[src/rtl/trace_port_tx.sv]
// ---------------------------------------------------------------------------
// trace_port_tx
//
// Trace-port transmitter. Serializes a byte stream onto a 1/2/4-bit trace
// port clocked by trace_clk. Bytes go out LSB-first. Full sync frames
// (FF FF FF 7F) are sent:
//   - after reset and after a trace width change (pINIT_SYNC frames),
//   - periodically, every I_sync_period accepted data bytes,
//   - on request via I_force_sync,
//   - as idle filler when no data is offered.
//
// Optional build macro: TRACE_TX_HALF_SYNC_EN
//   defined   - idle filler uses half-sync frames (FF 7F); all other syncs
//               remain full frames.
//   undefined - idle filler uses full sync frames.
//
// Parameters:
//   pINIT_SYNC    : number of full sync frames in the start-up burst (1..15)
//   pPERIOD_WIDTH : width of the periodic-sync byte counter
//
// Ports:
//   trace_clk      in   sole clock
//   reset          in   synchronous, active-high
//   I_trace_width  in   3  port width 1/2/4; any other value means 4
//   I_sync_period  in   data bytes between forced full syncs, 0 = off
//   I_force_sync   in   pulse, requests one full sync frame
//   I_data         in   8  byte to transmit
//   I_data_valid   in   I_data is valid
//   O_data_ready   out  byte accepted this cycle when high with valid
//   trace_data     out  4  trace port pins, registered
//   O_synced       out  initial sync burst completed
//   O_sync_active  out  a sync or filler byte is on the pins
// ---------------------------------------------------------------------------
module trace_port_tx #(
    parameter int pINIT_SYNC    = 4,
    parameter int pPERIOD_WIDTH = 16
) (
    input  logic                     trace_clk,
    input  logic                     reset,
    input  logic [2:0]               I_trace_width,
    input  logic [pPERIOD_WIDTH-1:0] I_sync_period,
    input  logic                     I_force_sync,
    input  logic [7:0]               I_data,
    input  logic                     I_data_valid,
    output logic                     O_data_ready,
    output logic [3:0]               trace_data,
    output logic                     O_synced,
    output logic                     O_sync_active
);

    typedef enum logic {
        ST_INIT,
        ST_RUN
    } state_t;

`ifdef TRACE_TX_HALF_SYNC_EN
    localparam logic FILL_HALF = 1'b1;
`else
    localparam logic FILL_HALF = 1'b0;
`endif

    localparam logic [3:0]               INIT_LAST = 4'(pINIT_SYNC - 1);
    localparam logic [pPERIOD_WIDTH-1:0] PCNT_ONE  = 1;

    state_t                   state;
    logic [2:0]               width_q;
    logic                     first_q;        // forces a load cycle after reset / width change
    logic [2:0]               beat_q;
    logic [7:0]               byte_q;
    logic                     frame_active_q;
    logic [1:0]               frame_idx_q;    // index of the next frame byte to load
    logic                     frame_half_q;
    logic [3:0]               init_cnt_q;
    logic                     force_pend_q;
    logic                     period_pend_q;
    logic [pPERIOD_WIDTH-1:0] period_cnt_q;

    logic [2:0] width_eff;
    logic [2:0] last_beat;
    logic       width_change;
    logic       load;
    logic       period_hit;
    logic       sync_pending;
    logic [1:0] frame_last;

    logic [7:0] ld_byte;
    logic       ld_sync;
    logic       frame_end;
    logic       start_sync;
    logic       start_fill;

    // Pin slice of a byte for a given beat; unused pins drive 0.
    function automatic logic [3:0] beat_slice(input logic [7:0] b,
                                              input logic [2:0] idx,
                                              input logic [2:0] w);
        logic [3:0] r;
        case (w)
            3'd1:    r = {3'b000, b[idx]};
            3'd2:    r = {2'b00, b[{idx[1:0], 1'b0} +: 2]};
            default: r = idx[0] ? b[7:4] : b[3:0];
        endcase
        return r;
    endfunction

    always_comb begin
        case (width_q)
            3'd1:    width_eff = 3'd1;
            3'd2:    width_eff = 3'd2;
            default: width_eff = 3'd4;
        endcase
    end

    always_comb begin
        case (width_eff)
            3'd1:    last_beat = 3'd7;
            3'd2:    last_beat = 3'd3;
            default: last_beat = 3'd1;
        endcase
    end

    assign width_change = (I_trace_width != width_q);
    assign load         = first_q || (beat_q == last_beat);
    assign period_hit   = (I_sync_period != '0) && (period_cnt_q == I_sync_period);
    assign sync_pending = (state == ST_INIT) || force_pend_q || period_pend_q || period_hit;
    assign frame_last   = frame_half_q ? 2'd1 : 2'd3;

    // Ready is withheld on a width-change cycle: the byte would be aborted
    // at the same edge that accepts it.
    assign O_data_ready = load && (state == ST_RUN) && !frame_active_q &&
                          !sync_pending && !width_change;

    // Byte source for the current load cycle, highest priority first.
    always_comb begin
        ld_byte    = 8'hFF;
        ld_sync    = 1'b1;
        frame_end  = 1'b0;
        start_sync = 1'b0;
        start_fill = 1'b0;
        if (frame_active_q) begin
            frame_end = (frame_idx_q == frame_last);
            ld_byte   = frame_end ? 8'h7F : 8'hFF;
        end else if (sync_pending) begin
            start_sync = 1'b1;
        end else if (I_data_valid) begin
            ld_byte = I_data;
            ld_sync = 1'b0;
        end else begin
            start_fill = 1'b1;
        end
    end

    always_ff @(posedge trace_clk) begin
        if (reset) begin
            state          <= ST_INIT;
            width_q        <= I_trace_width;
            first_q        <= 1'b1;
            beat_q         <= '0;
            byte_q         <= '0;
            frame_active_q <= 1'b0;
            frame_idx_q    <= '0;
            frame_half_q   <= 1'b0;
            init_cnt_q     <= '0;
            force_pend_q   <= 1'b0;
            period_pend_q  <= 1'b0;
            period_cnt_q   <= '0;
            trace_data     <= 4'h0;
            O_synced       <= 1'b0;
            O_sync_active  <= 1'b0;
        end else if (width_change) begin
            // Abort the byte in flight and restart the sync burst at the
            // new width; the next cycle is a load cycle.
            state          <= ST_INIT;
            width_q        <= I_trace_width;
            first_q        <= 1'b1;
            beat_q         <= '0;
            frame_active_q <= 1'b0;
            frame_idx_q    <= '0;
            frame_half_q   <= 1'b0;
            init_cnt_q     <= '0;
            force_pend_q   <= force_pend_q || I_force_sync;
            period_pend_q  <= 1'b0;
            period_cnt_q   <= '0;
            trace_data     <= 4'h0;
            O_synced       <= 1'b0;
            O_sync_active  <= 1'b0;
        end else begin
            if (I_force_sync) begin
                force_pend_q <= 1'b1;
            end

            if (period_hit) begin
                period_pend_q <= 1'b1;
                period_cnt_q  <= '0;
            end else if (O_data_ready && I_data_valid) begin
                period_cnt_q <= period_cnt_q + PCNT_ONE;
            end

            if (load) begin
                first_q       <= 1'b0;
                beat_q        <= '0;
                byte_q        <= ld_byte;
                trace_data    <= beat_slice(ld_byte, 3'd0, width_eff);
                O_sync_active <= ld_sync;

                if (frame_active_q) begin
                    frame_idx_q <= frame_idx_q + 2'd1;
                    if (frame_end) begin
                        frame_active_q <= 1'b0;
                        if (state == ST_INIT) begin
                            if (init_cnt_q == INIT_LAST) begin
                                state    <= ST_RUN;
                                O_synced <= 1'b1;
                            end else begin
                                init_cnt_q <= init_cnt_q + 4'd1;
                            end
                        end
                    end
                end

                // A starting sync frame serves every pending request at
                // once, including a force pulse arriving on this edge.
                if (start_sync) begin
                    frame_active_q <= 1'b1;
                    frame_idx_q    <= 2'd1;
                    frame_half_q   <= 1'b0;
                    force_pend_q   <= 1'b0;
                    period_pend_q  <= 1'b0;
                end

                if (start_fill) begin
                    frame_active_q <= 1'b1;
                    frame_idx_q    <= 2'd1;
                    frame_half_q   <= FILL_HALF;
                end
            end else begin
                beat_q     <= beat_q + 3'd1;
                trace_data <= beat_slice(byte_q, beat_q + 3'd1, width_eff);
            end
        end
    end

endmodule

[config.mk]
export PLATFORM = sky130hd
export DESIGN_NAME = trace_port_tx
export DESIGN_NICKNAME = d
export VERILOG_FILES = /design/src/rtl/trace_port_tx.sv
export SDC_FILE = /design/constraint.sdc
export NUM_CORES = 1
export LEC_CHECK = 0
export CAP_MARGIN = 10
export CORE_MARGIN = 1
export CORE_UTILIZATION = 40
export CTS_BUF_LIST = sky130_fd_sc_hd__clkbuf_2
export DETAILED_ROUTE_END_ITERATION = 7
export DONT_BUFFER_PORTS = 1
export HOLD_SLACK_MARGIN = 0.03
export PLACE_DENSITY = 0.63
export REMOVE_ABC_BUFFERS = 1
export SETUP_SLACK_MARGIN = 0.3
export SKIP_LAST_GASP = 1
export SYNTH_ARGS = -nofsm -noshare
export SYNTH_HDL_FRONTEND = slang
export SYNTH_SLANG_ARGS = --single-unit
[constraint.sdc]
create_clock -name trace_clk -period 8.1 [get_ports trace_clk]
set_input_delay 1.215 -clock trace_clk [delete_from_list [all_inputs] [get_ports trace_clk]]
set_output_delay 1.215 -clock trace_clk [all_outputs]
set_load 0.02 [all_outputs]
==> flow_summary.json <==
{
  "status": "finished, final reports clean",
  "gr-total-overflow": 0,
  "antenna_found_initial": 0,
  "synth_edf_count": 3,
  "dp_hpwl_mm": 3.94,
  "numCtsBuffers": 5,
  "route.vias.total": 2053,
  "drc": 0,
  "clk_pin_slew_ns": 0.24,
  "maxCapViolCount": 0,
  "layout.cells.non_filler": 355,
  "path_max_fanout": 12,
  "synthCells": 283,
  "nNetsFinal": 317,
  "arrival_ns": 3.08,
  "timing.slew.headroom_pct": 48.4,
  "holdWs_ns": 0.518,
  "grt_max_degree": 33,
  "synth-seq-cells": 47,
  "cts_root_buf": "clkbuf_2",
  "yosys_warnings": 0,
  "power_density_nw_per_um2": 157,
  "core_um2": 5990,
  "rsz0062_at_grt": "no",
  "clockBufferDepth": 2,
  "rows": 28,
  "fin_skew_ns": 0.0320,
  "cts_tree": "built",
  "ys_types": 45,
  "fmax_mhz": 233,
  "rr_endpoint": "period_cnt_q[4]$_SDFFE_PP0P_",
  "hold_violations": 0,
  "synthMostInstantiatedCell": "dfxtp_1",
  "rrSetupSlack_ns": 4.80,
  "vias_per_cell": 5.78,
  "grt_pass1_vias": 1898,
  "async_flop_share_pct": 0,
  "period_share_pct": 53.0,
  "netlist_area_um2": 2520,
  "critPathLaunch": "width_q[1]$_DFFE_PP_",
  "crit_required_ns": 6.88,
  "hold_buffers": 0,
  "path_class": "register to primary output",
  "startpoint_type": "register",
  "fin_util_pct": 44.1,
  "routabilityCongestion": 0.881,
  "cts_max_level": 2,
  "hold_path_class": "register to register",
  "die_y_um": 81.4,
  "crit_path_end_kind": "primary output",
  "p_leak_nw": 0.914,
  "ioPinCount": 38,
  "syn2layout_area_growth_pct": 4.77,
  "first_pass_iters": 4,
  "cts_setup_buffers": 0,
  "grt_usage_pct": 17.4,
  "place_ws_ns": 4.26,
  "finalSetupTns_ns": 0,
  "drtAntennaViolNets": 0,
  "clock_latency_ns": 0.43,
  "final_max_slew_viol_count": 0,
  "synthFlopType": "dfxtp_1",
  "yosys-top-cells-area": "dfxtp_1 (35%), xor2_1 (6.6%), nor2_1 (5.4%)",
  "reg2reg_from": "width_q[1]$_DFFE_PP_",
  "drtIter0Drc": 84,
  "fillers": 595,
  "clock-sinks": 47,
  "tightest_slew_ns": 0.767,
  "finalSetupViolCount": 0,
  "wl_mm": 5.28,
  "die_area_um2": 6620,
  "insertedDiodeCount": 0,
  "drive_above_1_share_pct": 10.0,
  "start_util_pct": 42.1,
  "ctsResizeCount": 0,
  "wl_per_cell_um": 14.9,
  "io_buffer_count": 0,
  "yosys.area.top_type_share_pct": 35.0,
  "ys_seq_area_share_pct": 38.5,
  "ir_worst_vdd_v": 0.0000882,
  "grt_pass1_wl_mm": 8.85,
  "reg2reg_depth": 9,
  "fin_crit_ns": 4.29,
  "synth_top_cell_by_area": "dfxtp_1",
  "synth_commonest_cells": "dfxtp_1 (44), nor2_1 (36), xor2_1 (19)",
  "setup_ws_ns": 3.81,
  "placed_cells": 347,
  "syn_area_per_cell_um2": 8.90,
  "fp.dieW_um": 81.4,
  "crit_end": "O_data_ready"
}
## worst min-delay path by stage
stage          slack, ns                endpoint                    from  depth (start not counted)
2_1_floorplan       0.45  byte_q[7]$_SDFFE_PP0P_  byte_q[7]$_SDFFE_PP0P_                          2
3_3_place_gp        0.49  byte_q[7]$_SDFFE_PP0P_  byte_q[7]$_SDFFE_PP0P_                          2
3_5_place_dp        0.49  byte_q[7]$_SDFFE_PP0P_  byte_q[7]$_SDFFE_PP0P_                          2
4_1_cts             0.51  byte_q[7]$_SDFFE_PP0P_  byte_q[7]$_SDFFE_PP0P_                          2
5_1_grt             0.57  byte_q[7]$_SDFFE_PP0P_  byte_q[7]$_SDFFE_PP0P_                          2
6_report            0.52  byte_q[7]$_SDFFE_PP0P_  byte_q[7]$_SDFFE_PP0P_                          2
## cells in the final DEF (no fill, tap or decap), drive strengths merged, types with 8 or more instances in the layout
cell / synthesis / layout
nand2: 17 / 17
nand4: 8 / 8
o31ai: 8 / 8
xnor2: 10 / 10
xor2: 20 / 20
nand3: 8 / 8
dfxtp: 44 / 44
a21oi: 9 / 9
nor2: 37 / 37
nor3: 15 / 15
nor4: 17 / 17
## cell families (layout without fill, tap and decap cells)
logic type      after synthesis  after routing  synth area share (%)
simple gates                125            125                  26.1
buf+inv                      22             19                  3.77
compound gates               39             39                  10.5
flops                        47             47                  38.5
fa+ha+maj                     7              7                  3.48
mux                          13             13                  6.90
xor+xnor                     30             30                  10.7
## state kept, by name (all words and copies together) (netlist names)
register,flops
O_sync_active,1
O_synced,1
beat_q,3
byte_q,8
first_q,1
force_pend_q,1
frame_active_q,1
frame_idx_q,2
init_cnt_q,4
period_cnt_q,16
period_pend_q,1
state,1
trace_data,4
width_q,3
## where the power goes
group | switching, W | internal (W) | total [W] | leakage, nW
clock network | 0.0000733 | 0.0000549 | 0.000128 | 0.0432
registers | 0.00000858 | 0.000242 | 0.000251 | 0.388
logic | 0.0000197 | 0.0000164 | 0.0000361 | 0.483
## final cells by class
cell class	count	area [um^2]	share of cell area [%]
repair buffers	4	30.0	1.14
clock inverters	1	30.0	1.14
inverters	7	26.3	0.995
well taps	75	93.8	3.55
clock buffers	7	35.0	1.33
multi-input cells	214	1450	55.1
flip-flops and latches	47	971	36.8
## metal layers
metal | part of all wire [%] | vias to the layer above | global-route usage [%]
met2 | 46 | 47 | 28.6
met4 | 2.3 | 0 | 7.32
met3 | 4.7 | 11 | 4.49
li1 | - | 1022 | -
met5 | 0 | - | 0
met1 | 47 | 973 | 21.3
## per-stage QoR
step                total power [W]  instance area (um^2)
floorplan                  0.000282                  2450
detailed placement         0.000291                  2570
CTS                        0.000420                  2640
finish                     0.000415                  2640
global placement           0.000291                  2570
global route               0.000435                  2640
## critical path, cell delays in order, from the launching register on
cell and delay, ns:
edfxtp_1 0.48, nor3b_1 0.40, ha_1 0.40, xor2_2 0.22, a31o_2 0.23, nand2b_1 0.28
nor3_1 0.64
Power figures use the tool's default switching activity.
